[src/rtl/tpumac_pipe.sv]
// Systolic signed multiply-accumulate cell with optional product register,
// saturating or wrapping accumulate, sticky overflow and accumulate counter.
module tpumac_pipe #(
   parameter int BITS_AB = 8,
   parameter int BITS_C  = 16,
   parameter int PIPE    = 1,
   parameter int SAT     = 1,
   parameter int CNT_W   = 8
) (
   input  logic                      clk,
   input  logic                      rst_n,
   input  logic                      en,
   input  logic                      WrEn,
   input  logic                      clr,
   input  logic signed [BITS_AB-1:0] Ain,
   input  logic signed [BITS_AB-1:0] Bin,
   input  logic signed [BITS_C-1:0]  Cin,
   output logic signed [BITS_AB-1:0] Aout,
   output logic signed [BITS_AB-1:0] Bout,
   output logic signed [BITS_C-1:0]  Cout,
   output logic                      ovf,
   output logic [CNT_W-1:0]          acc_cnt
);

   if (BITS_C < 2*BITS_AB) begin : g_bad_w
      $error("tpumac_pipe: BITS_C must be >= 2*BITS_AB");
   end

   logic signed [BITS_AB-1:0]   a_q, b_q;
   logic signed [BITS_C-1:0]    c_q, c_d;
   logic                        ovf_q, ovf_d;
   logic [CNT_W-1:0]            cnt_q, cnt_d;
   logic signed [2*BITS_AB-1:0] prod;
   logic signed [BITS_C-1:0]    prod_x;
   logic signed [BITS_C-1:0]    addend;
   logic                        add_vld;
   logic signed [BITS_C:0]      sum;
   logic                        ovf_now;
   logic signed [BITS_C-1:0]    sat_val, res;
   logic                        do_clr, do_ld, do_acc;

   assign prod   = Ain * Bin;
   assign prod_x = BITS_C'(prod);

   if (PIPE == 1) begin : g_pipe
      logic signed [BITS_C-1:0] p_q;
      logic                     pv_q;
      always_ff @(posedge clk or negedge rst_n) begin
         if (!rst_n) begin
            p_q  <= '0;
            pv_q <= 1'b0;
         end else begin
            if (en) p_q <= prod_x;
            if (clr) pv_q <= 1'b0;
            else if (en) pv_q <= !WrEn;
         end
      end
      assign addend  = p_q;
      assign add_vld = pv_q;
   end else if (PIPE == 0) begin : g_comb
      assign addend  = prod_x;
      assign add_vld = 1'b1;
   end else begin : g_bad_pipe
      $error("tpumac_pipe: PIPE must be 0 or 1");
   end

   // One extra bit catches overflow in both directions.
   assign sum     = {c_q[BITS_C-1], c_q} + {addend[BITS_C-1], addend};
   assign ovf_now = sum[BITS_C] ^ sum[BITS_C-1];
   assign sat_val = sum[BITS_C] ? {1'b1, {(BITS_C-1){1'b0}}}
                                : {1'b0, {(BITS_C-1){1'b1}}};
   assign res     = (SAT != 0 && ovf_now) ? sat_val : sum[BITS_C-1:0];

   assign do_clr = clr;
   assign do_ld  = !clr && en && WrEn;
   assign do_acc = !clr && en && !WrEn && add_vld;

   always_comb begin
      c_d   = c_q;
      ovf_d = ovf_q;
      cnt_d = cnt_q;
      unique case (1'b1)
         do_clr: begin
            c_d   = '0;
            ovf_d = 1'b0;
            cnt_d = '0;
         end
         do_ld: begin
            c_d   = Cin;
            cnt_d = '0;
         end
         do_acc: begin
            c_d   = res;
            ovf_d = ovf_q | ovf_now;
            cnt_d = cnt_q + CNT_W'(cnt_q != '1);
         end
         default: ;
      endcase
   end

   always_ff @(posedge clk or negedge rst_n) begin
      if (!rst_n) begin
         a_q   <= '0;
         b_q   <= '0;
         c_q   <= '0;
         ovf_q <= 1'b0;
         cnt_q <= '0;
      end else begin
         if (en) begin
            a_q <= Ain;
            b_q <= Bin;
         end
         c_q   <= c_d;
         ovf_q <= ovf_d;
         cnt_q <= cnt_d;
      end
   end

   assign Aout    = a_q;
   assign Bout    = b_q;
   assign Cout    = c_q;
   assign ovf     = ovf_q;
   assign acc_cnt = cnt_q;

endmodule

[config.mk]
export PLATFORM = sky130hd
export DESIGN_NAME = tpumac_pipe
export DESIGN_NICKNAME = d
export VERILOG_FILES = /design/src/rtl/tpumac_pipe.sv
export SDC_FILE = /design/constraint.sdc
export NUM_CORES = 1
export LEC_CHECK = 0
export BUFFER_PORTS_ARGS = -buffer_cell sky130_fd_sc_hd__buf_2
export CORE_ASPECT_RATIO = 0.9
export CORE_UTILIZATION = 55
export CTS_CLUSTER_SIZE = 24
export DETAILED_ROUTE_END_ITERATION = 10
export GPL_ROUTABILITY_DRIVEN = 1
export MAX_ROUTING_LAYER = met4
export PLACE_DENSITY = 0.77
export SLEW_MARGIN = 20
export SYNTH_ARGS = -nofsm -noshare
export SYNTH_HDL_FRONTEND = slang
export SYNTH_SLANG_ARGS = --single-unit
[constraint.sdc]
create_clock -name clk -period 2.7 [get_ports clk]
set_input_delay 0.135 -clock clk [delete_from_list [all_inputs] [get_ports clk]]
set_output_delay 0.135 -clock clk [all_outputs]
set_load 0.01 [all_outputs]
* Word-level counts from Yosys, hierarchy flattened
Cells that the tools add are included.
** Storage, ports and cells
- Flip-flop bits (word level) :: 58
- Logic and storage cells :: 31
- Memories :: 0
- Bits in latches :: 0
- Bits in writable memories :: 0
- Bits in read-only memories :: 0
** Operators by class
- Add/subtract/negate cells :: 2
- Bitwise logic cells :: 2
- Reduce and logical (&&, ||, !) cells :: 11
- Mux-type cells :: 7
- Magnitude comparators :: 0
- Multiply operators :: 1
- Equality and inequality tests :: 1
- Div/mod/pow operators :: 0
- Shift-type cells :: 0
** Operators with widths (number)
- $pmux 16 s3 :: 1
- $mux 16 :: 2
- $add 16x16->17 :: 1
- $mul 8x8->16 :: 1
- $pmux 8 s2 :: 1
- $add 8x1->8 :: 1
- $ne 8x8->1 const B :: 1
- $reduce_bool 2->1 :: 3
- $logic_and 1x1->1 :: 4
- $reduce_bool 3->1 :: 1
- $logic_not 1->1 :: 2
- $mux 1 :: 2
- $pmux 1 s2 :: 1
- $reduce_or 2->1 :: 1
- $or 1x1->1 :: 1
- $xor 1x1->1 :: 1

* Longest topological paths before layout
- Depth after elaboration :: 5
- Mapped depth :: 17
- Mapped depth without buffers :: 17

* Least setup slack after synthesis
OpenSTA, ideal clock, no wires.
- Kind :: input-to-reg
- Start :: input Bin[3]
- End :: register g_pipe.p_q[15], in the netlist addend[15]
- Cell stages on the path :: 16
- Library setup time :: 0.136 ns
- Arrival time :: 3.938 ns
- Data required time :: 2.564 ns
- Setup slack :: -1.374 ns
- Cell sequence :: and2_1 fa_1 inv_1 fa_1 inv_1 fa_1 inv_1 fa_1 inv_1 ha_1 nand3_1 nand2_1 a41o_1 o41ai_1 xnor2_1 a21oi_1
** Between the ends
- Longest elaborated chain between the ends :: 1
** Ends and longest elaborated chain
- from (decl) :: RTL line 16 : input logic signed [BITS_AB-1:0] Bin,
- $mul 8x8->16 :: RTL line 42 : assign prod = Ain * Bin;
- to (signal assigned) :: RTL line 53 : if (en) p_q <= prod_x;
- to (decl) :: RTL line 46 : logic signed [BITS_C-1:0] p_q;
No other way between the ends.
A chain may end at the register's enable or synchronous reset.

* Final worst setup path
- Start :: input Ain[5]
- End :: register g_pipe.p_q[12], in the netlist addend[12]
** Between the ends
- Longest elaborated chain between the ends :: 1
** Ends and longest elaborated chain
- from (decl) :: RTL line 15 : input logic signed [BITS_AB-1:0] Ain,
- $mul 8x8->16 :: RTL line 42
No other way between the ends.

==> reports/summary.txt <==
Max Clock Skew - 0.00491 ns
# IOs - 78
Top-count cell post-synth - inv_1
Die width - 110 um
Num CTS Buffers - 9
H-tree Lvls - 3
Worst Path Max Fanout - 4
Initial Utilization - 0.565
Top FF cell, synth - dfrtp_1
Diodes inserted - 0
Met2 WL post-DR - 7.44 mm
Post-Route WL - 14.2 mm
Via count - 4,806
Failing checks - setup timing
Worst setup margin - -1.08 ns
Crit start category - input port
Synth area leaders - dfrtp_1, fa_1, ha_1
Final hold violations - 0
Longest Clk Path Bufs - 2
Met3 WL post-DR - 700 um
Status - complete, but fails checks
Tmin final - 3.78 ns
RSZ-0062 raised after global routing - yes
Vias in the first global route - 5,002
CP Capture Type - flip-flop
Post-synth cell types - 63
Share of cells above drive strength 1 - 0.378
CP Class - input port to flip-flop
Routed wire per std cell - 16.6 um
Top layer used by detailed routing - met4
Fmax - 0.264 GHz
Met1 wire length - 5.72 mm
Die Area - 10,900 sq um
Clk root buf - clkbuf_16
1st-iter DRT viols - 174
Overflow left after global routing - 0
GRT Util Overall - 0.289
Detailed Place HPWL - 10.2 mm
Post-Syn Nets - 713
Number of remaining DRC errors - 0
Hold Crit Class - input port to flip-flop
Cell count after synthesis - 573
Setup TNS - -8.40 ns
Core area - 10,200 sq um
Post-synth EDFFs - 0
LEAKAGE - 3.70 nW
Synth async-reset ratio - 1.00
Maximum VDD drop - 0.000679 V
WP data required - 2.92 ns
Dpl ws - -1.45 ns
Synthesized flop and latch total - 58
Sequential share of the synthesized area - 0.251
Die Y - 99.4 um
# Max-Cap Violations - 0
Filler cell count - 719
Nets - 859
Worst Path Arrival - 4.00 ns
First-pass GRT wire length - 23.5 mm
Inst Count DP - 825
Mapped Area - 5790 sq um
Tcrit/Tclk final - 1.40
Largest net degree at the start of global routing - 42
Antenna violations before repair - 0
Number of port buffers - 77
Clock slew at reported path FFs - 0.06 ns
ANT nets after route - 0
Fin. max-slew vios - 0
Warning count from the yosys run - 0
Measured slew at the worst slew-check pin - 0.692 ns
Cell taking the most area after synthesis - dfrtp_1
CTS Sinks - 58
Fin cells - 853
Top-area cell type share of the netlist area - 0.251
Area grow syn2layout - 30.2%
Final setup viols - 11
FP Rows - 35
Worst hold slack - 0.0287 ns
Clk Latency, worst-skew pair - 0.33 ns
CTS tree - yes
Routability Congestion - 0.902
Synth Area per Inst - 10.1 sq um
Top cells by count, synth - inv_1, dfrtp_1, fa_1
Slew Limit Headroom - 0.538
Drt pass-1 iters - 5
Pwr dens - 889 nW/um^2
Vias/cell - 5.63
[area by class of cell]
class                           count  area [sq um]  area share
Timing Repair Buffer              145          1010       0.134
Clock inverter                      5          77.6      0.0103
Tap cell                          129           161      0.0214
Sequential cell                    58          1450       0.192
Clock buffer                       11           243      0.0322
Multi-Input combinational cell    413          4250       0.564
Inverter                           92           345      0.0458
[stage by stage]
step,area (sq um),power [mW],utilization
after floorplan,5900,3.88,-
after global placement,6840,4.84,0.668
after detailed placement,6840,4.99,0.668
after CTS,7380,6.48,0.720
after global routing,7540,7.28,0.736
final,7540,6.70,0.736
[where the power goes]
part / internal (mW) / leakage [nW] / total [mW] / switching [mW]
sequential: 1.04 / 0.731 / 1.15 / 0.115
combinational: 2.20 / 2.81 / 4.29 / 2.10
clock: 0.830 / 0.156 / 1.26 / 0.426
total: 4.06 / 3.70 / 6.70 / 2.64
[registers in the layout (all words and copies together), names as in the netlist]
signal and count:
acc_cnt 8, Aout 8, add_vld 1, addend 16, Bout 8, Cout 16
ovf 1
[what timing repair did]
| item | in CTS | in global routing |
|---|---|---|
| setup buffers | 5 | 5 |
| gates resized for setup | 47 | 31 |
| pin swaps | 22 | 17 |
| gates cloned | 0 | 1 |
| setup endpoints to repair | 26 | 26 |
| endpoints found under the hold margin | 28 | 0 |
| hold buffers | 2 | 0 |
[worst paths after layout]
path	from	to	slack [ns]	cells past startpoint
min	Cin[15]	Cout[15]	0.03	3
max reg2reg	addend[2]	Cout[3]	0.09	8
min reg2reg	Aout[2]	Aout[2]	0.50	1
max in group asynchronous	rst_n	addend[14]	1.42	3
max	Ain[5]	addend[12]	-1.08	18
min in group asynchronous	rst_n	Cout[1]	0.38	2
[placed cells by master (no fill, tap or decap), types with 7 or more instances in the layout]
master      n
nand3_1     7
a21oi_1    17
o211ai_2   10
a22oi_1    16
inv_1      74
xor2_1      9
buf_6      11
ha_4       11
nor2_1     25
buf_4      61
nand2_1    25
and2_4     12
xnor2_1    18
nor2b_1     8
ha_1       31
clkbuf_16   9
fa_1       53
o21ai_0     7
and2_1     34
buf_2      67
dfrtp_1    58
mux2_2     22
inv_2      18
[worst max-delay path: stages]
cell and delay (ns):
buf_8 0.10, and2_4 0.15, fa_1 0.54, inv_2 0.04
fa_1 0.51, inv_2 0.04, fa_1 0.54, inv_2 0.04
fa_1 0.51, inv_2 0.06, ha_4 0.17, buf_12 0.12
a21oi_4 0.11, o21ai_1 0.07, o211a_1 0.14, o21a_1 0.18
or3_1 0.30, a31o_1 0.21
[layer usage]
metal  up-vias  global-route usage
met3        28              0.0518
met2       136               0.498
met5         -                   -
met1      2412               0.344
met4         0              0.0850
li1       2230                   -
[cells by family after synthesis]
group / synth area share
AND/OR/NAND/NOR: 0.134
buffers and inverters: 0.0696
flip-flops: 0.251
multiplexers: 0.0542
adder cells (fa/ha/maj): 0.295
XOR/XNOR: 0.0423
AO/OA/AOI/OAI: 0.154
No activity file was read; power rests on OpenSTA's default activity.
